File: src/rtl/riscuinho_pkg.sv
// Shared definitions for the riscuinho core: memory opcodes, LSU op codes and state.
package riscuinho_pkg;

    localparam int unsigned XLEN  = 32;
    localparam int unsigned LANES = 4;
    localparam int unsigned OP_W  = 16;
    localparam int unsigned OPC_W = 6;

    // Opcodes drop the constant-zero MSB of the 7-bit RISC-V major opcode.
    localparam logic [OPC_W-1:0] TYPE_IL = 6'b000011;
    localparam logic [OPC_W-1:0] TYPE_S  = 6'b100011;

    localparam logic [OP_W-1:0] OP_LB  = {7'b0, 3'b000, TYPE_IL};
    localparam logic [OP_W-1:0] OP_LH  = {7'b0, 3'b001, TYPE_IL};
    localparam logic [OP_W-1:0] OP_LW  = {7'b0, 3'b010, TYPE_IL};
    localparam logic [OP_W-1:0] OP_LBU = {7'b0, 3'b100, TYPE_IL};
    localparam logic [OP_W-1:0] OP_LHU = {7'b0, 3'b101, TYPE_IL};
    localparam logic [OP_W-1:0] OP_SB  = {7'b0, 3'b000, TYPE_S};
    localparam logic [OP_W-1:0] OP_SH  = {7'b0, 3'b001, TYPE_S};
    localparam logic [OP_W-1:0] OP_SW  = {7'b0, 3'b010, TYPE_S};

    typedef enum logic [1:0] {
        IDLE = 2'd0,
        REQ  = 2'd1,
        RESP = 2'd2
    } lsu_state_t;

    // Request payload held on the memory port while mem_req is high.
    typedef struct packed {
        logic             we;
        logic [XLEN-1:0]  addr;
        logic [LANES-1:0] be;
        logic [XLEN-1:0]  wdata;
    } mem_req_t;

    function automatic logic is_load(input logic [OP_W-1:0] op);
        return (op == OP_LB) || (op == OP_LH) || (op == OP_LW) ||
               (op == OP_LBU) || (op == OP_LHU);
    endfunction

    function automatic logic is_store(input logic [OP_W-1:0] op);
        return (op == OP_SB) || (op == OP_SH) || (op == OP_SW);
    endfunction

endpackage

File: src/rtl/lsu_align.sv
// Byte-lane steering: byte enables, store replication, load extraction and alignment check.
module lsu_align
    import riscuinho_pkg::*;
(
    input  logic [OP_W-1:0]  op,
    input  logic [1:0]       addr_lo,
    input  logic [XLEN-1:0]  store_data,
    input  logic [XLEN-1:0]  mem_rdata,
    output logic [LANES-1:0] be,
    output logic [XLEN-1:0]  wdata,
    output logic [XLEN-1:0]  load_data,
    output logic             misaligned
);

    logic [2:0]      funct3;
    logic [XLEN-1:0] lane;

    assign funct3 = op[OPC_W +: 3];
    assign lane   = mem_rdata >> {addr_lo, 3'b000};

    // funct3[1:0] encodes access size, funct3[2] selects zero extension.
    always_comb begin
        be         = '0;
        wdata      = '0;
        load_data  = '0;
        misaligned = 1'b0;
        case (funct3[1:0])
            2'b00: begin
                be        = 4'b0001 << addr_lo;
                wdata     = {4{store_data[7:0]}};
                load_data = funct3[2] ? {24'b0, lane[7:0]} : {{24{lane[7]}}, lane[7:0]};
            end
            2'b01: begin
                be         = 4'b0011 << addr_lo;
                wdata      = {2{store_data[15:0]}};
                load_data  = funct3[2] ? {16'b0, lane[15:0]} : {{16{lane[15]}}, lane[15:0]};
                misaligned = addr_lo[0];
            end
            default: begin
                be         = 4'b1111;
                wdata      = store_data;
                load_data  = mem_rdata;
                misaligned = |addr_lo;
            end
        endcase
    end

endmodule

File: src/rtl/load_store_unit.sv
// Load/store unit: single-outstanding req/ack data-memory port with writeback of extended loads.
module load_store_unit
    import riscuinho_pkg::*;
#(
    parameter int unsigned DATA_WIDTH = 32,
    parameter int unsigned ADDR_WIDTH = 32
) (
    input  logic                  clk,
    input  logic                  rst_n,
    input  logic                  in_valid,
    output logic                  in_ready,
    input  logic [15:0]           alu_op,
    input  logic [DATA_WIDTH-1:0] addr,
    input  logic [DATA_WIDTH-1:0] store_data,
    input  logic [4:0]            rd_in,
    output logic                  mem_req,
    output logic                  mem_we,
    output logic [ADDR_WIDTH-1:0] mem_addr,
    output logic [3:0]            mem_be,
    output logic [DATA_WIDTH-1:0] mem_wdata,
    input  logic [DATA_WIDTH-1:0] mem_rdata,
    input  logic                  mem_ack,
    output logic                  wb_valid,
    output logic [4:0]            wb_rd,
    output logic [DATA_WIDTH-1:0] wb_data,
    output logic                  store_done,
    output logic                  misaligned
);

    lsu_state_t            state_q, state_d;
    mem_req_t              req_q, req_d;
    logic                  in_ready_q, in_ready_d;
    logic                  mem_req_q, mem_req_d;
    logic [OP_W-1:0]       op_q, op_d;
    logic [1:0]            addr_lo_q, addr_lo_d;
    logic [4:0]            rd_q, rd_d;
    logic                  wb_valid_q, wb_valid_d;
    logic [4:0]            wb_rd_q, wb_rd_d;
    logic [DATA_WIDTH-1:0] wb_data_q, wb_data_d;
    logic                  store_done_q, store_done_d;
    logic                  misaligned_q, misaligned_d;

    logic                  idle_c;
    logic [OP_W-1:0]       align_op_c;
    logic [1:0]            align_lo_c;
    logic [LANES-1:0]      be_c;
    logic [XLEN-1:0]       wdata_c;
    logic [XLEN-1:0]       load_data_c;
    logic                  misaligned_c;

    // One steering block: decodes the incoming op while idle, the captured op afterwards.
    assign idle_c     = (state_q == IDLE);
    assign align_op_c = idle_c ? alu_op : op_q;
    assign align_lo_c = idle_c ? addr[1:0] : addr_lo_q;

    lsu_align u_align (
        .op         (align_op_c),
        .addr_lo    (align_lo_c),
        .store_data (store_data),
        .mem_rdata  (mem_rdata),
        .be         (be_c),
        .wdata      (wdata_c),
        .load_data  (load_data_c),
        .misaligned (misaligned_c)
    );

    always_comb begin
        state_d      = state_q;
        req_d        = req_q;
        op_d         = op_q;
        addr_lo_d    = addr_lo_q;
        rd_d         = rd_q;
        wb_rd_d      = wb_rd_q;
        wb_data_d    = wb_data_q;
        wb_valid_d   = 1'b0;
        store_done_d = 1'b0;
        misaligned_d = 1'b0;
        case (state_q)
            IDLE: begin
                if (in_valid && (is_load(alu_op) || is_store(alu_op))) begin
                    if (misaligned_c) begin
                        misaligned_d = 1'b1;
                    end else begin
                        state_d     = REQ;
                        req_d.we    = is_store(alu_op);
                        req_d.addr  = {addr[ADDR_WIDTH-1:2], 2'b00};
                        req_d.be    = be_c;
                        req_d.wdata = wdata_c;
                        op_d        = alu_op;
                        addr_lo_d   = addr[1:0];
                        rd_d        = rd_in;
                    end
                end
            end
            REQ: begin
                if (mem_ack) begin
                    state_d = RESP;
                    if (req_q.we) begin
                        store_done_d = 1'b1;
                    end else begin
                        wb_valid_d = 1'b1;
                        wb_rd_d    = rd_q;
                        wb_data_d  = load_data_c;
                    end
                end
            end
            RESP:    state_d = IDLE;
            default: state_d = IDLE;
        endcase
        mem_req_d  = (state_d == REQ);
        in_ready_d = (state_d == IDLE);
    end

    always_ff @(posedge clk or negedge rst_n) begin
        if (!rst_n) begin
            state_q      <= IDLE;
            req_q        <= '0;
            in_ready_q   <= 1'b1;
            mem_req_q    <= 1'b0;
            op_q         <= '0;
            addr_lo_q    <= '0;
            rd_q         <= '0;
            wb_valid_q   <= 1'b0;
            wb_rd_q      <= '0;
            wb_data_q    <= '0;
            store_done_q <= 1'b0;
            misaligned_q <= 1'b0;
        end else begin
            state_q      <= state_d;
            req_q        <= req_d;
            in_ready_q   <= in_ready_d;
            mem_req_q    <= mem_req_d;
            op_q         <= op_d;
            addr_lo_q    <= addr_lo_d;
            rd_q         <= rd_d;
            wb_valid_q   <= wb_valid_d;
            wb_rd_q      <= wb_rd_d;
            wb_data_q    <= wb_data_d;
            store_done_q <= store_done_d;
            misaligned_q <= misaligned_d;
        end
    end

    assign in_ready   = in_ready_q;
    assign mem_req    = mem_req_q;
    assign mem_we     = req_q.we;
    assign mem_addr   = req_q.addr;
    assign mem_be     = req_q.be;
    assign mem_wdata  = req_q.wdata;
    assign wb_valid   = wb_valid_q;
    assign wb_rd      = wb_rd_q;
    assign wb_data    = wb_data_q;
    assign store_done = store_done_q;
    assign misaligned = misaligned_q;

endmodule

File: config.mk
export PLATFORM = sky130hd
export DESIGN_NAME = load_store_unit
export DESIGN_NICKNAME = d
export VERILOG_FILES = /design/src/rtl/riscuinho_pkg.sv /design/src/rtl/lsu_align.sv /design/src/rtl/load_store_unit.sv
export SDC_FILE = /design/constraint.sdc
export NUM_CORES = 1
export LEC_CHECK = 0
export ABC_AREA = 1
export CAP_MARGIN = 20
export CELL_PAD_IN_SITES_DETAIL_PLACEMENT = 0
export CELL_PAD_IN_SITES_GLOBAL_PLACEMENT = 2
export CORE_ASPECT_RATIO = 0.75
export CORE_MARGIN = 2
export CORE_UTILIZATION = 33
export CTS_BUF_LIST = sky130_fd_sc_hd__clkbuf_4
export CTS_CLUSTER_DIAMETER = 120
export DETAILED_ROUTE_END_ITERATION = 8
export DONT_BUFFER_PORTS = 1
export HOLD_SLACK_MARGIN = 0.03
export PLACE_DENSITY = 0.88
export REMOVE_ABC_BUFFERS = 1
export SYNTH_ARGS = -nofsm -noshare
export SYNTH_HDL_FRONTEND = slang
export SYNTH_HIERARCHICAL = 1
export SYNTH_SLANG_ARGS = --single-unit
File: constraint.sdc
create_clock -name clk -period 2.7 [get_ports clk]
set_clock_uncertainty 0.15 [all_clocks]
set_input_delay 0.405 -clock clk [delete_from_list [all_inputs] [get_ports clk]]
set_output_delay 0.405 -clock clk [all_outputs]
set_load 0.03 [all_outputs]
==> results of run 1 <==
[through the flow]
step | hold slack [ns] | setup WS, ns | instances | power (mW) | utilization
floorplan | -0.0406 | -2.51 | 761 | 2.03 | -
global placement | -0.0373 | 0.203 | 1029 | 2.12 | 0.344
detailed placement | -0.0373 | 0.132 | 1029 | 2.12 | 0.344
CTS | -0.665 | 0.0714 | 1169 | 3.76 | 0.419
global route | -0.681 | 0.00561 | 1170 | 3.88 | 0.419
finish | -0.615 | 0.193 | 1170 | 3.70 | 0.419
[worst paths after layout]
check                                           from                        end  slack, ns  depth (start not counted)
worst max-delay path            state_q[0]$_DFF_PN0_  mem_wdata[27]$_DFFE_PN0P_       0.19                         10
worst min-delay path                           rst_n    wb_data[26]$_DFFE_PN0P_      -0.61                          0
worst max register to register  state_q[0]$_DFF_PN0_  mem_wdata[27]$_DFFE_PN0P_       0.19                         10
worst min register to register   rd_q[1]$_DFFE_PN0P_       wb_rd[1]$_DFFE_PN0P_       0.34                          2
max in group asynchronous                      rst_n         in_ready$_DFF_PN1_       2.75                          0
min in group clk                       mem_rdata[11]    wb_data[11]$_DFFE_PN0P_       0.08                          6
[power by group]
group          leakage (nW)  internal, mW  total [mW]  switching [mW]
clock                 0.157         0.732        1.48           0.744
combinational          2.33         0.183       0.405           0.222
sequential             1.69          1.81        1.82         0.00671
[cell type report]
cell class | count | share of cell area
inverter | 36 | 0.0173
sequential | 121 | 0.388
tap | 247 | 0.0396
clock buffer | 18 | 0.0173
antenna | 1 | 0.000321
timing repair buffer | 129 | 0.164
clock inverter | 14 | 0.0231
multi-input combinational | 604 | 0.350
[placed cells by master, fill, tap and decap left out, drive strengths merged]
| cell type | instances |
|---|---|
| dfrtp | 120 |
| nor3 | 3 |
| buf | 21 |
| nor4 | 1 |
| bufinv | 4 |
| inv | 36 |
| clkinvlp | 4 |
| nand3b | 1 |
| diode | 1 |
| nand3 | 45 |
| a31oi | 1 |
| dlygate4sd3 | 108 |
| clkbuf | 18 |
| o211ai | 8 |
| conb | 2 |
| a211oi | 1 |
| nand2 | 411 |
| clkinv | 6 |
| nor2 | 28 |
| nand4 | 77 |
| dfstp | 1 |
| o21ai | 19 |
| a21oi | 7 |
[layer usage]
metal / global-route usage / vias up / wire length [um]
met5: 0 / - / 0
met4: 0.0471 / 0 / 186
met3: 0.0626 / 12 / 1730
met2: 0.308 / 214 / 9120
met1: 0.284 / 2815 / 9400
li1: - / 2823 / -
[state kept, by name, indices dropped and copies added, names as in the netlist]
name	count
addr_lo_q	2
in_ready	1
mem_addr	30
mem_be	4
mem_req	1
mem_wdata	32
mem_we	1
misaligned	1
op_q	3
rd_q	5
state_q	2
store_done	1
wb_data	32
wb_rd	5
wb_valid	1
[timing repair]
item                       CTS  global route
hold endpoints to repair   231           121
gates resized for setup      0             2
setup endpoints to repair    0            80
==> results.md, run 1 <==
Global routing:
- The via count of the first global-routing pass is 5,793.
- The global-route wire length before repair is 32,000 um.
- Global routing finished with a remaining overflow of 0.
- The overall global routing resource usage is 0.203.
- The initial antenna violation count was 1.
- Entering global routing, the biggest net connects 122 pins.

Timing:
- The smallest clock period supported by the final layout is computed as 2.51 ns.
- At the pin with the least slew margin, the transition time is 0.658 ns.
- Setup repair after global routing left no endpoint under its margin.
- The final max-slew violation count is 0.
- The relative slew slack is 0.561.
- The final worst hold slack is -0.615 ns.
- After routing, the total negative slack on setup checks comes to 0 ns.
- Of the available clock period, the critical path in the final layout requires 0.929.
- The number of failing setup endpoints in the final timing report is 0.
- The total count of hold-check failures in the final report is 121.
- The maximum clock frequency is 399 MHz.

Synth:
- The number of cells produced by synthesis is 830.
- Dividing the synthesized area by the synthesized cell count gives 7.61 sq um.
- The synthesized netlist occupies a cell area of 6320 sq um.
- For this run, the number of Yosys warnings is 6.

Clock network:
- Clock latency on the worst-skew pair, taken at its later pin, is 0.54 ns.
- The post-CTS setup repair buffer count is 0.
- The total clock sinks is 121.
- The maximum clock insertion buffer count is 2.
- The clock tree synthesis step divided the H-tree into 4 levels.
- Clock-pin slew was measured on the worst setup and hold paths at 0.13 ns.
- The number of CTS-inserted buffers is 17.
- The CTS tree is done.
- The post-cts hold buffer count is 108.
- The tree is rooted in a sky130_fd_sc_hd__clkbuf_4.

Worst setup path:
- On the worst path, the slowest cell contributes a delay of 0.48 ns.
- The highest fanout seen on the critical path is 77.
- For the worst setup path, the data arrival time is 2.82 ns.
- The category of the critical setup timing path is flip-flop to flip-flop.
- The cell family with the largest share of critical-path delay is simple AND/OR/NAND/NOR gates.
- The worst setup path is launched from a flip-flop.
- The kind of end point of the critical path is a flip-flop.
- The slowest stage cell on the critical path is sky130_fd_sc_hd__buf_6.
- The cell that appears most often on the critical path is sky130_fd_sc_hd__nand2_1.
- STA puts the critical path data required time at 3.02 ns.
- The signal on the critical path passes through nor2_4 -> inv_2 -> nand2_1 -> nand2_1 -> nor2_2 -> a211oi_1 -> nor2_4 -> buf_6 -> nand4_1 -> nand2_1.
- The buffering stage count on the worst path with inverters included is 2.

Finish:
- Registers take 3030 sq um.
- The signed area change from the synthesized netlist to the final layout is 23.6%.
- In the final layout, the multi-input gates occupy 2740 sq um.
- The ratio of cells with drive above 1 in the final layout is 0.0846.
- After filler insertion, the fill cell instance count of the layout stands at 1,971.
- The area of all placed cells without fillers is 7810 sq um.
- The final layout contains 1,030 nets.

Outcome:
- The final reports fail on hold timing.
- The flow ran to the end, but the final reports show violations.

Routing:
- The routed wire length is 20,400 um.
- The via count of the routed design is 5,864.
- In the final routed layout, each cell accounts on average for 17.5 um.
- The count of nets left with antenna violations after detail routing is 0.
- The number of violations reported at the end of detailed-routing iteration 0 is 521.
- The number of detailed-route iterations in the first pass is 5.
- The via-per-instance ratio is 5.01.
- For this run, design rule violations remaining after detail routing come to 0.

Floorplanning:
- The initialized floorplan defines 43 standard-cell rows.
- The floorplan step defined a core boundary enclosing 18,600 sq um.
- The die outline height is 124 um.
- The effective utilization at floorplan is 0.339.
- During I/O placement, the number of pins put on the boundary was 232.
- In this run the horizontal extent of the chip is 164 um.
- The total die area is 20,300 sq um.

Pwr:
- The power per cell area is 474 nW/um^2.
- The leakage power is 4.18 nW.
- Across the VDD grid, the largest voltage drop is 255 uV.

Placed design:
- At the end of routability-driven placement, the weighted congestion stood at 0.759.
- Detailed placement finished with a half-perimeter wire length of 12,600 um.
- The count of input and output buffers is 0.
- The instance area at placement is 6400 sq um.

Flow run:
- Max-cap violations in this run came to 0.

Hold path:
- In this run the worst hold path is classified as input port to asynchronous set/reset pin.
(Power assumes the default switching activity.)
==> run 2: changes to the inputs <==
CAP_MARGIN = unset   (was 20)
==> results of run 2 <==
Same layout as run 1: the final DEF is identical, and so are final timing and power.
